File: src/rtl/td4_datapath_pkg.sv
// td4_datapath_pkg: shared source-select codes, load bit indices and default width for TD4
package td4_datapath_pkg;
    localparam int TD4_WIDTH = 4;
    localparam logic [1:0] SEL_A    = 2'd0;
    localparam logic [1:0] SEL_B    = 2'd1;
    localparam logic [1:0] SEL_IN   = 2'd2;
    localparam logic [1:0] SEL_ZERO = 2'd3;
    localparam int LD_A   = 0;
    localparam int LD_B   = 1;
    localparam int LD_OUT = 2;
    localparam int LD_PC  = 3;
endpackage

File: src/rtl/td4_datapath_reg.sv
// td4_datapath_reg: 74HC161-style register with async reset, enable, active-low load and optional count-up
module td4_datapath_reg #(
    parameter int WIDTH = 4,
    parameter bit COUNT = 1'b0
) (
    input  logic             clk,
    input  logic             rst_n,
    input  logic             en,
    input  logic             load_n,
    input  logic [WIDTH-1:0] d,
    output logic [WIDTH-1:0] q
);
    // load wins over count; a disabled step leaves the value untouched
    always_ff @(posedge clk or negedge rst_n) begin
        if (!rst_n)
            q <= '0;
        else if (en)
            q <= !load_n ? d : (COUNT ? q + WIDTH'(1) : q);
    end
endmodule

File: src/rtl/td4_datapath.sv
// td4_datapath: TD4 execute stage with A/B/OUT/PC registers, source mux, adder and carry flag
module td4_datapath
    import td4_datapath_pkg::*;
#(
    parameter int WIDTH = TD4_WIDTH
) (
    input  logic             clk,
    input  logic             rst_n,
    input  logic             en,
    input  logic [3:0]       load_n,
    input  logic [1:0]       select,
    input  logic [WIDTH-1:0] imm,
    input  logic [WIDTH-1:0] in_port,
    output logic             carry_n,
    output logic [WIDTH-1:0] pc,
    output logic [WIDTH-1:0] out_port,
    output logic [WIDTH-1:0] reg_a,
    output logic [WIDTH-1:0] reg_b
);
    logic [WIDTH-1:0] src;
    logic [WIDTH:0]   total;
    logic             carry;

    // source mux feeding the adder; the carry-out rides in the top bit of total
    always_comb begin
        src   = select == SEL_A  ? reg_a :
                select == SEL_B  ? reg_b :
                select == SEL_IN ? in_port : '0;
        total = {1'b0, src} + {1'b0, imm};
    end

    // carry follows every executed instruction, whatever gets loaded
    always_ff @(posedge clk or negedge rst_n) begin
        if (!rst_n)
            carry <= 1'b0;
        else if (en)
            carry <= total[WIDTH];
    end

    assign carry_n = ~carry;

    td4_datapath_reg #(.WIDTH(WIDTH), .COUNT(1'b0)) u_a (
        .clk(clk), .rst_n(rst_n), .en(en), .load_n(load_n[LD_A]),
        .d(total[WIDTH-1:0]), .q(reg_a)
    );

    td4_datapath_reg #(.WIDTH(WIDTH), .COUNT(1'b0)) u_b (
        .clk(clk), .rst_n(rst_n), .en(en), .load_n(load_n[LD_B]),
        .d(total[WIDTH-1:0]), .q(reg_b)
    );

    td4_datapath_reg #(.WIDTH(WIDTH), .COUNT(1'b0)) u_out (
        .clk(clk), .rst_n(rst_n), .en(en), .load_n(load_n[LD_OUT]),
        .d(total[WIDTH-1:0]), .q(out_port)
    );

    td4_datapath_reg #(.WIDTH(WIDTH), .COUNT(1'b1)) u_pc (
        .clk(clk), .rst_n(rst_n), .en(en), .load_n(load_n[LD_PC]),
        .d(total[WIDTH-1:0]), .q(pc)
    );
endmodule

File: config.mk
export PLATFORM = sky130hd
export DESIGN_NAME = td4_datapath
export DESIGN_NICKNAME = d
export VERILOG_FILES = /design/src/rtl/td4_datapath_pkg.sv /design/src/rtl/td4_datapath_reg.sv /design/src/rtl/td4_datapath.sv
export SDC_FILE = /design/constraint.sdc
export NUM_CORES = 1
export LEC_CHECK = 0
export ABC_CLOCK_PERIOD_IN_PS = 2200
export CAP_MARGIN = 20
export CORE_AREA = 2 2 54 56
export CTS_CLUSTER_DIAMETER = 50
export DETAILED_ROUTE_END_ITERATION = 8
export DIE_AREA = 0 0 56 58
export PLACE_DENSITY = 0.69
export SLEW_MARGIN = 20
export SYNTH_ARGS = -nofsm -noshare
export SYNTH_HDL_FRONTEND = slang
export SYNTH_HIERARCHICAL = 1
export SYNTH_SLANG_ARGS = --single-unit
File: constraint.sdc
create_clock -name clk -period 2.2 [get_ports clk]
set_input_delay 0.44 -clock clk [delete_from_list [all_inputs] [get_ports clk]]
set_output_delay 0.44 -clock clk [all_outputs]
set_load 0.01 [all_outputs]
==> Implementation_results.wiki, run 1 <==
{| class="wikitable"
! Metric !! Value
|-
| H-Tree Level Count || 1
|-
| CORE AREA || 0.00266 mm2
|-
| DR WL/cell || about 15 um
|-
| Post-synthesis async set-or-reset flop share || 1.00
|-
| Area contributors post-synth || dfrtp_1, mux2_4, ha_1
|-
| Final hold viol count || 0
|-
| Category of the most critical setup path || in -> reg
|-
| Ports || 34
|-
| Worst clock skew || ~0.0016 ns
|-
| Worst-margin pin slew || about 0.29 ns
|-
| DIE HEIGHT || 58 um
|-
| Die span in x || 56 um
|-
| Growth of design area from synthesis to finish || 47.3%
|-
| Fmax || 480 MHz
|-
| Final GP Congestion || 0.816
|-
| Critical Path Fanout Max || 4
|-
| Clock latency at the later pin of the worst-skew pair || between 0.2 and 0.3 ns
|-
| Leak || between 0.6 and 0.7 nW
|-
| Count of buffers inserted at the top-level ports || 33
|-
| Share of cells above drive strength 1 || 0.262
|-
| Number of antenna violations at the first check in global routing || 0
|-
| DP HPWL || 1850 um
|-
| Cell Pwr Density || 1110 mW/mm2
|-
| Final Net Count || between 150 and 200
|-
| Net switching component of the power || 0.560 mW
|-
| Num CTS Buffers || 3
|-
| Sw frac || 0.341
|-
| Maximum buffer depth of the clock tree || 2
|-
| Global routing usage summed across all routing layers || 0.168
|-
| Period utilization || 0.948
|-
| Dominant cell by count in the synthesized netlist || dfrtp_1
|-
| Number of distinct standard cells referenced by the synthesized netlist || 21
|-
| Total detailed-routing wirelength || 2370 um
|-
| TritonRoute pass-1 iters || 4
|-
| Gate Count Post-Synth || 81
|-
| Total global routing overflow || 0
|-
| DRT iter0 DRCs || 14
|-
| Max-Slew Margin vs Limit || 0.804
|-
| DRC Markers || 0
|-
| Internal power || 1.08 mW
|-
| Setup slack of the most critical reg-to-reg path || 0.35 ns
|-
| Unrepaired setup endpoints after global routing || no
|-
| Crit. End Element || register
|-
| Number of enable flip-flop cells after synthesis || 0
|-
| Inserted Diodes || 0
|-
| Yosys Warn Count || 6
|-
| Net count of the mapped netlist || 105
|-
| Clock power frac || 0.105
|-
| Die Area || ~0.0032 mm2
|-
| Arr. time, crit path || about 2.3 ns
|-
| IR drop worst, VDD || roughly 0.77 mV
|-
| Root buffer selected by CTS || clkbuf_4
|-
| Number of violations of the max-capacitance limit || 0
|-
| Cell taking the most area after synthesis || dfrtp_1
|-
| Global-route wire length before repair || between 4000 and 5000 um
|-
| CTS tree || built
|-
| Total of endpoints with negative setup slack in the final report || 0
|-
| Combined area of all synthesized cells || between 0.001 and 0.0015 mm2
|-
| Total number of clock tree sinks || 17
|-
| Largest net degree at the start of global routing || 18
|-
| Sequential cell area || about 430 um2
|-
| Share of total power in sequential cells || 0.350
|-
| Combinational share of power || 0.545
|-
| Synthesized area per cell || 12.5 um2
|-
| Post-synth top cells || dfrtp_1, mux2_4, a21oi_1, mux2i_1, ha_1
|-
| Number of filler instances in the final layout || approximately 250
|-
| Area of placed instances || 0.00143 mm2
|-
| Placement row count || 19
|-
| Path type of the worst min-delay path || in -> async
|-
| Total of flip-flops plus latches after synthesis || 17
|-
| Final cell area excluding filler cells || 0.00149 mm2
|-
| Post-route antenna net violation count || 0
|-
| Clock-pin slew of the registers on the worst-case setup and hold paths || roughly 0.1 ns
|-
| Number of buffers added to fix hold violations after cts || 0
|-
| Vias per inst || 5.04
|-
| Share of the synthesized area in the top cell type || 0.422
|-
| Overall via count from detail_route || 792
|-
| Startpoint type of the worst setup path || input pin
|-
| Fraction of the yosys area taken by sequential cells || 0.422
|-
| Combined area of the multi-input logic cells || 582 um2
|-
| Setup TNS after final layout || 0 ns
|-
| Initial core utilization || 0.379
|-
| Slew Viols, Final || 0
|-
| Number of global-route vias before repair || 847
|-
| Run status || finished, final reports clean
|-
| Min Clock Period, post-route || about 2.1 ns
|-
| Primary FF master, synth || dfrtp_1
|-
| CP required || ~2.4 ns
|}
==> kinds of logic after synthesis <==
kind of cell | after synthesis | share of synthesized area
buffers and inverters | 4 | 0.0261
and+or+nand+nor | 17 | 0.113
muxes | 19 | 0.248
AOI/OAI and AO/OA | 15 | 0.0794
DFF | 17 | 0.422
xor gates and xnor gates | 2 | 0.0174
adders and majority gates | 7 | 0.0943
==> layout by cell type (no fill, tap or decap) <==
cell and n:
dfrtp_1 17, nand2_1 5, xor2_4 1, fa_2 1
buf_4 10, nor2b_4 4, o21ai_2 1, clkdlybuf4s50_1 32
mux2_4 12, mux2i_1 7, a21o_1 1, clkinv_2 1
inv_1 2, a21oi_1 7, o22ai_1 2, nand2b_1 1
ha_1 6, nor2_1 3, dlygate4sd2_1 1, xor2_1 1
clkbuf_4 3, nand4_1 1, and3_1 1, o21ai_0 1
nand3_1 2, o21ai_1 3
==> critical path, stage by stage <==
cell and delay, ns:
clkdlybuf4s50_1 0.47, nor2b_4 0.18, nand2_1 0.07, o21ai_1 0.14, ha_1 0.28, nand3_1 0.09
nand2_1 0.06, xor2_1 0.15, buf_4 0.15, mux2_4 0.25
==> flip-flops by register name, indices dropped and copies added, names as in the netlist <==
name and cells:
u_a/q 4, u_b/q 4, u_out/q 4, u_pc/q 4, carry 1
==> power by group through the flow <==
stage               registers, mW  clock network (mW)  logic, mW
floorplan                   0.618                   0      0.364
global placement            0.580                   0      0.858
detailed placement          0.583                   0      0.876
CTS                         0.579               0.181      0.907
global route                0.600               0.200      0.970
finish                      0.575               0.172      0.896
==> metrics by stage <==
stage | setup slack, ns | util | total power, mW | cells | hold slack (ns)
6_report | 0.115 | 0.558 | 1.64 | 157 | 0.467
5_1_grt | 0.0324 | 0.558 | 1.77 | 157 | 0.467
4_1_cts | 0.111 | 0.556 | 1.67 | 157 | 0.474
3_5_place_dp | -0.615 | 0.539 | 1.46 | 153 | 0.492
3_3_place_gp | -0.540 | 0.539 | 1.44 | 153 | 0.499
2_1_floorplan | 0.236 | - | 0.981 | 81 | 0.144
==> per-layer routing <==
layer / global-route usage / vias to the layer above / part of all wire
li1: - / 378 / -
met1: 0.223 / 383 / 0.44
met2: 0.272 / 26 / 0.50
met3: 0.0268 / 5 / 0.040
met4: 0.0748 / 0 / 0.020
met5: 0 / - / 0
==> timing repair <==
action	4_1_cts	5_1_grt
gates resized for setup	4	1
buffers inserted	0	0
endpoints found under the setup margin	13	2
==> path summary, 6_finish.rpt <==
check / startpoint / endpoint / cells after the start
worst max register to register: u_a/q[0]$_DFFE_PN0P_ / u_a/q[2]$_DFFE_PN0P_ / 6
max in group asynchronous: rst_n / u_pc/q[2]$_DFFE_PN0P_ / 2
worst min register to register: u_out/q[1]$_DFFE_PN0P_ / u_out/q[1]$_DFFE_PN0P_ / 1
worst max-delay path: select[0] / u_b/q[3]$_DFFE_PN0P_ / 10
min in group clk: u_out/q[1]$_DFFE_PN0P_ / u_out/q[1]$_DFFE_PN0P_ / 1
worst min-delay path: rst_n / u_a/q[2]$_DFFE_PN0P_ / 2
==> cell type report <==
| type | count | area share |
|---|---|---|
| clock buffer | 3 | 0.0152 |
| clock inverter | 1 | 0.00337 |
| inverter | 2 | 0.00505 |
| multi-input combinational | 60 | 0.392 |
| sequential | 17 | 0.286 |
| tap | 31 | 0.0261 |
| timing repair buffer | 43 | 0.272 |
Power figures use the tool's default switching activity.
==> inputs of run 2 (changes only) <==
Settings changed: ABC_AREA set to 1, CAP_MARGIN 20 to not set.
==> run 2 against run 1 <==
Compared with the run above: power fell by 30%; register-to-register slack worse by 0.05 ns; area after synthesis increased by 1.7%; sequential power is 21% lower; die area unchanged; flip-flop and latch count did not move; combinational power shrank 40%; largest cell class unchanged; highest routed layer is now met3.
==> Implementation_results.wiki, run 2 <==
{| class="wikitable"
! Metric !! Value
|-
| Combined area of all synthesized cells || 0.00103 mm2 (+1.7%)
|-
| Buf/Inv on CP || 3 (+1)
|-
| Leak || 0.791 nW (+15%)
|-
| Share of total power in sequential cells || 0.396 (+0.046)
|-
| Clock power frac || 0.139 (+0.034)
|-
| Net switching component of the power || 0.410 mW (-27%)
|-
| Overall power || 1.15 mW (-30%)
|-
| CTS tree || built
|-
| Primary FF master, synth || dfrtp_1
|-
| Combinational share of power || 0.464 (-0.081)
|-
| IR drop worst, VDD || 0.476 mV (-38%)
|-
| Category of the most critical setup path || in -> reg
|-
| Unrepaired setup endpoints after global routing || no
|-
| Area contributors post-synth || dfrtp_1, nand2_1, nand3_1
|-
| Maximum buffer depth of the clock tree || 2 (unchanged)
|-
| R2r endpoint || u_pc/q[2]$_DFFE_PN0P_
|-
| Largest net degree at the start of global routing || 18 (unchanged)
|-
| Final hold viol count || 0 (unchanged)
|-
| Worst clock skew || 0.00835 ns (+0.00678 ns)
|-
| Sequential cell area || 425 um2 (unchanged)
|-
| TritonRoute pass-1 iters || 4 (unchanged)
|-
| Count of buffers inserted at the top-level ports || 33 (unchanged)
|-
| Vias per inst || 4.79 (-5.1%)
|-
| Min Clock Period, post-route || 2.04 ns (-0.0461 ns)
|-
| Num CTS Buffers || 3 (unchanged)
|-
| Clock-pin slew of the registers on the worst-case setup and hold paths || 0.10 ns (about the same)
|-
| CP required || 2.39 ns (about the same)
|-
| Total of flip-flops plus latches after synthesis || 17 (unchanged)
|-
| Critical Path, Cell by Cell || clkdlybuf4s50_1 -> nand2_1 -> nand3_1 -> nand2_1 -> inv_1 -> ha_1 -> fa_2 -> xor2_4 -> nand2_1 -> nand3_1 -> o21ai_1 -> inv_1
|-
| Worst-margin pin slew || 0.450 ns (+0.157 ns)
|-
| Final cell area excluding filler cells || 0.00152 mm2 (+2.0%)
|-
| Cell Pwr Density || 759 mW/mm2 (-31%)
|-
| Crit path top cell by count || nand2_1
|-
| Total number of clock tree sinks || 17 (unchanged)
|-
| Startpoint type of the worst setup path || input pin
|-
| Internal power || 0.741 mW (-32%)
|-
| Period utilization || 0.927 (-0.0209)
|-
| Number of enable flip-flop cells after synthesis || 0 (unchanged)
|-
| DRC Markers || 0 (unchanged)
|-
| Die Area || 0.00325 mm2 (unchanged)
|-
| Die span in x || 56 um (unchanged)
|-
| Final GP Congestion || 0.851 (+4.3%)
|-
| Worst reg-to-reg path cell count || 11 (+5)
|-
| Root buffer selected by CTS || clkbuf_4
|-
| Share of cells above drive strength 1 || 0.140 (-0.122)
|-
| Worst hold slack || 0.470 ns (+0.00261 ns)
|-
| Final Non-Filler Cells || 217 (+38%)
|-
| Arr. time, crit path || 2.22 ns (-0.05 ns)
|-
| DP HPWL || 2000 um (+7.9%)
|-
| Synthesized area per cell || 7.33 um2 (-41%)
|-
| Gate Count Post-Synth || 140 (+73%)
|-
| Critical Path Fanout Max || 4 (unchanged)
|-
| Post-synth top cells || nand2_1, nand3_1, dfrtp_1, inv_1, ha_1
|-
| Combined area of the multi-input logic cells || 549 um2 (-5.6%)
|-
| DIE HEIGHT || 58 um (unchanged)
|-
| Clock latency at the later pin of the worst-skew pair || 0.28 ns (about the same)
|-
| Post-synthesis async set-or-reset flop share || 1.00 (unchanged)
|-
| Area of placed instances || 0.00146 mm2 (+2.0%)
|-
| DR WL/cell || 11.5 um (-24%)
|-
| Number of distinct standard cells referenced by the synthesized netlist || 18 (-14%)
|-
| Number of filler instances in the final layout || 260 (+6.1%)
|-
| Number of violations of the max-capacitance limit || 0 (unchanged)
|-
| Largest stage delay on the critical path || 0.42 ns (-0.05 ns)
|-
| Dominant cell by count in the synthesized netlist || nand2_1
|-
| Post-route antenna net violation count || 0 (unchanged)
|-
| Growth of design area from synthesis to finish || 47.7%
|-
| Total detailed-routing wirelength || 2500 um (+5.5%)
|-
| Most common cell after layout, fill and taps aside || nand2_1
|-
| Inserted Diodes || 0 (unchanged)
|-
| Initial core utilization || 0.385 (+0.00658)
|-
| Cell taking the most area after synthesis || dfrtp_1
|-
| Share of the synthesized area in the top cell type || 0.415 (-0.00720)
|-
| Slowest library cell on the worst path || fa_2
|-
| Ports || 34 (unchanged)
|-
| Slew Viols, Final || 0 (unchanged)
|-
| Crit. End Element || register
|-
| Critical Path Source || in_port[0]
|-
| Cell type group with the largest total delay on the critical path || adder cells
|-
| Net count of the mapped netlist || 164 (+56%)
|-
| Leading cell types in the layout, fill and taps excluded || nand2_1, clkdlybuf4s50_1, nand3_1
|-
| Path type of the worst min-delay path || in -> async
|-
| Max-Slew Margin vs Limit || 0.699 (-0.105)
|-
| Number of buffers added to fix hold violations after cts || 0 (unchanged)
|-
| Number of global-route vias before repair || 1,009 (+19%)
|-
| Global-route wire length before repair || 4410 um (+7.6%)
|-
| CORE AREA || 0.00266 mm2 (unchanged)
|-
| Fraction of the yosys area taken by sequential cells || 0.415 (-0.00720)
|-
| Global routing usage summed across all routing layers || 0.169 (+0.00111)
|-
| Yosys Warn Count || 6 (unchanged)
|-
| Worst reg2reg startpoint || u_b/q[0]$_DFFE_PN0P_
|-
| DRT iter0 DRCs || 29 (+15)
|-
| Overall via count from detail_route || 1,039 (+31%)
|-
| Fmax || 490 MHz (+2.3%)
|-
| # placed instances || 213 (+39%)
|-
| Run status || finished, final reports clean
|-
| Total of endpoints with negative setup slack in the final report || 0 (unchanged)
|-
| Number of antenna violations at the first check in global routing || 0 (unchanged)
|-
| Sw frac || 0.356 (+0.0156)
|-
| H-Tree Level Count || 1 (unchanged)
|-
| Setup slack of the most critical reg-to-reg path || 0.30 ns (-0.05 ns)
|-
| Placement row count || 19 (unchanged)
|-
| Total global routing overflow || 0 (unchanged)
|-
| Final Net Count || 211 (+40%)
|}
[run 2: worst max path at each step]
stage                                        to  slack, ns  depth (start not counted)
after detailed placement  u_pc/q[2]$_DFFE_PN0P_      -0.44                         13
final                     u_pc/q[2]$_DFFE_PN0P_       0.16                         12
after global routing      u_pc/q[2]$_DFFE_PN0P_       0.09                         12
after CTS                 u_pc/q[2]$_DFFE_PN0P_       0.03                         13
after global placement    u_pc/q[2]$_DFFE_PN0P_      -0.34                         13
after floorplan           u_pc/q[2]$_DFFE_PN0P_       0.34                         11
[run 2: repair_timing]
item	CTS	global route
buffers inserted	0	0
endpoints found under the hold margin	0	0
endpoints found under the setup margin	4	6
gates resized for setup	3	3
[run 2: power by group through the flow]
stage	clock network, mW	registers [mW]	logic, mW
floorplan	0	0.487	0.203
global placement	0	0.462	0.509
detailed placement	0	0.461	0.517
CTS	0.170	0.457	0.527
global route	0.184	0.471	0.591
finish	0.160	0.456	0.534
[run 2: through the flow]
| step | utilization | setup TNS (ns) | worst slack, ns |
|---|---|---|---|
| CTS | 0.563 | 0 | 0.0315 |
| finish | 0.569 | 0 | 0.161 |
| floorplan | - | 0 | 0.344 |
| global placement | 0.549 | -2.80 | -0.341 |
| detailed placement | 0.549 | -3.35 | -0.439 |
| global route | 0.569 | 0 | 0.0871 |
[run 2: per-layer routing]
metal,track usage,vias to the layer above,part of all wire,wire (um)
li1,-,532,-,-
met1,0.217,469,0.45,1120
met2,0.297,38,0.48,1200
met3,0.0379,0,0.070,174
met4,0.0306,0,0,0
met5,0,-,0,0
[run 2: logic make-up (layout without fill, tap and decap cells)]
family / after synthesis / in the layout / share of synthesized area
flops: 17 / 17 / 0.415
xor+xnor: 1 / 1 / 0.00854
buf+inv: 20 / 66 / 0.0732
compound gates: 7 / 7 / 0.0378
simple gates: 88 / 88 / 0.373
fa+ha+maj: 7 / 7 / 0.0927
[run 2: layout make-up]
type / count / share of cell area
Clock buffer: 3 / 0.0149
Clock inverter: 1 / 0.00330
Inverter: 20 / 0.0495
Multi-Input combinational cell: 103 / 0.363
Sequential cell: 17 / 0.281
Tap cell: 31 / 0.0256
Timing Repair Buffer: 42 / 0.263
==> inputs of run 3 (changes only) <==
Settings changed: DONT_BUFFER_PORTS set to 1, PLACE_DENSITY 0.69 to not set.
==> run 3 against run 2 <==
Compared with the run above: global-route usage is 1.8 points lower; sequential power rose by 11%; non-clock buffer count down 41; clock power up 2%; utilization decreased by 16 points; highest routed layer is now met4.
==> Implementation_results.wiki, run 3 (same netlist as run 2, synthesis figures left out) <==
{| class="wikitable"
! Metric !! Value
|-
| Critical Path, Cell by Cell || nand2_1 -> nand3_1 -> nand2_1 -> inv_1 -> ha_1 -> fa_1 -> xor2_1 -> nand2_1 -> nand3_1 -> o21ai_1 -> inv_1
|-
| Number of global-route vias before repair || 876 (-13%)
|-
| Final core area utilization || 0.414 (-0.155)
|-
| Worst clock skew || 0.00389 ns (-0.00446 ns)
|-
| Largest net degree at the start of global routing || 21 (+3)
|-
| Startpoint type of the worst setup path || register
|-
| Combined area of the multi-input logic cells || 526 um2 (-4.3%)
|-
| Arr. time, crit path || 2.24 ns (+0.02 ns)
|-
| Crit. End Element || register
|-
| Post-CTS repair timing setup buffer count || 0 (unchanged)
|-
| Max-Slew Margin vs Limit || 0.498 (-0.201)
|-
| Global-route wire length before repair || 3910 um (-11%)
|-
| Inserted Diodes || 0 (unchanged)
|-
| Final GP Congestion || 0.871 (+2.3%)
|-
| TritonRoute pass-1 iters || 4 (unchanged)
|-
| Placement row count || 19 (unchanged)
|-
| IR drop worst, VDD || 0.345 mV (-28%)
|-
| Leading cell types in the layout, fill and taps excluded || nand2_1, nand3_1, dfrtp_1
|-
| Final Net Count || 170 (-19%)
|-
| Share of cells above drive strength 1 || 0.0966 (-0.0432)
|-
| Total number of clock tree sinks || 17 (unchanged)
|-
| Category of the most critical setup path || reg -> reg
|-
| Clock latency at the later pin of the worst-skew pair || 0.28 ns (about the same)
|-
| Initial core utilization || 0.385 (unchanged)
|-
| Root buffer selected by CTS || clkbuf_4
|-
| Die Area || 0.00325 mm2 (unchanged)
|-
| Growth of design area from synthesis to finish || 7.44%
|-
| Worst-margin pin slew || 0.751 ns (+0.301 ns)
|-
| Cell Pwr Density || 841 mW/mm2 (+11%)
|-
| Slowest library cell on the worst path || dfrtp_1
|-
| H-Tree Level Count || 1 (unchanged)
|-
| Ports || 34 (unchanged)
|-
| Leak || 0.613 nW (-23%)
|-
| Vias per inst || 5.05 (+5.4%)
|-
| Global routing usage summed across all routing layers || 0.151 (-0.0177)
|-
| Path type of the worst min-delay path || in -> reg
|-
| Unrepaired setup endpoints after global routing || no
|-
| Num CTS Buffers || 3 (unchanged)
|-
| Most common cell after layout, fill and taps aside || nand2_1
|-
| CP required || 2.43 ns (+0.04 ns)
|-
| CORE AREA || 0.00266 mm2 (unchanged)
|-
| Number of antenna violations at the first check in global routing || 0 (unchanged)
|-
| Run status || finished, final reports clean
|-
| Final Non-Filler Cells || 176 (-19%)
|-
| Final hold viol count || 0 (unchanged)
|-
| Total detailed-routing wirelength || 2250 um (-10%)
|-
| Critical Path Fanout Max || 4 (unchanged)
|-
| Fmax || 496 MHz (+1.2%)
|-
| DR WL/cell || 12.8 um (+11%)
|-
| Number of violations of the max-capacitance limit || 0 (unchanged)
|-
| Sequential cell area || 425 um2 (unchanged)
|-
| DP HPWL || 1740 um (-13%)
|-
| # placed instances || 171 (-20%)
|-
| DIE HEIGHT || 58 um (unchanged)
|-
| Post-cts repair resize count || 0 (-3)
|-
| Overall via count from detail_route || 888 (-15%)
|-
| Count of buffers inserted at the top-level ports || 0 (-100%)
|-
| Maximum buffer depth of the clock tree || 2 (unchanged)
|-
| CTS tree || built
|-
| Min Clock Period, post-route || 2.01 ns (-0.0242 ns)
|-
| Total of endpoints with negative setup slack in the final report || 0 (unchanged)
|-
| Largest stage delay on the critical path || 0.46 ns (+0.04 ns)
|-
| Period utilization || 0.916 (-0.0110)
|-
| Post-route antenna net violation count || 0 (unchanged)
|-
| Clock-pin slew of the registers on the worst-case setup and hold paths || 0.10 ns (about the same)
|-
| Number of buffers added to fix hold violations after cts || 1 (+1)
|-
| DRT iter0 DRCs || 35 (+21%)
|-
| Die span in x || 56 um (unchanged)
|-
| Total global routing overflow || 0 (unchanged)
|-
| Slew Viols, Final || 0 (unchanged)
|-
| Number of filler instances in the final layout || 288 (+11%)
|-
| Setup TNS after final layout || 0 ns (unchanged)
|-
| DRC Markers || 0 (unchanged)
|-
| Crit path top cell by count || nand2_1
|}
## run 3: worst paths after layout
path / from / end / slack, ns / cells after the start
min in group asynchronous: rst_n / u_out/q[3]$_DFFE_PN0P_ / 0.65 / 1
hold / removal: en / u_a/q[1]$_DFFE_PN0P_ / 0.29 / 2
hold reg to reg: u_out/q[0]$_DFFE_PN0P_ / u_out/q[0]$_DFFE_PN0P_ / 0.55 / 2
setup / recovery: u_b/q[0]$_DFFE_PN0P_ / u_pc/q[2]$_DFFE_PN0P_ / 0.19 / 11
setup reg to reg: u_b/q[0]$_DFFE_PN0P_ / u_pc/q[2]$_DFFE_PN0P_ / 0.19 / 11
max in group asynchronous: rst_n / u_b/q[1]$_DFFE_PN0P_ / 1.07 / 1
## run 3: layer usage
metal / global-route usage / up-vias / share of wire
li1: - / 451 / -
met3: 0.0357 / 2 / 0.070
met4: 0.0510 / 0 / 0.0062
met1: 0.196 / 407 / 0.44
met5: 0 / - / 0
met2: 0.250 / 28 / 0.48
## run 3: area by class of cell
class                           count  share of cell area
Tap cell                           31              0.0352
Sequential cell                    17               0.386
Clock inverter                      1             0.00454
Multi-Input combinational cell    103               0.477
Inverter                           20              0.0681
Clock buffer                        3              0.0204
Timing Repair Buffer                1             0.00908
## run 3: critical path, delay by kind of cell, from the launching register on
kind / cells / cell delay [ns]
adders and majority gates: 2 / 0.62
DFF: 1 / 0.46
and+or+nand+nor: 5 / 0.39
xor gates and xnor gates: 1 / 0.31
buffers and inverters: 2 / 0.11
AOI/OAI and AO/OA: 1 / 0.06
## run 3: metrics by stage
step / hold slack, ns / setup slack (ns) / total power, mW / instance area (um2)
2_1_floorplan: 0.144 / 0.344 / 0.689 / 1030
3_3_place_gp: 0.145 / 0.243 / 0.757 / 1060
3_5_place_dp: 0.145 / 0.184 / 0.765 / 1060
4_1_cts: 0.276 / 0.180 / 0.942 / 1100
5_1_grt: 0.273 / 0.00366 / 1.01 / 1100
6_report: 0.290 / 0.185 / 0.927 / 1100
## run 3: power breakdown
group / switching, mW / leakage (nW) / internal, mW / total [mW]
logic: 0.156 / 0.386 / 0.101 / 0.257
clock network: 0.0970 / 0.0177 / 0.0674 / 0.164
registers: 0.115 / 0.209 / 0.390 / 0.505
total: 0.368 / 0.613 / 0.558 / 0.927
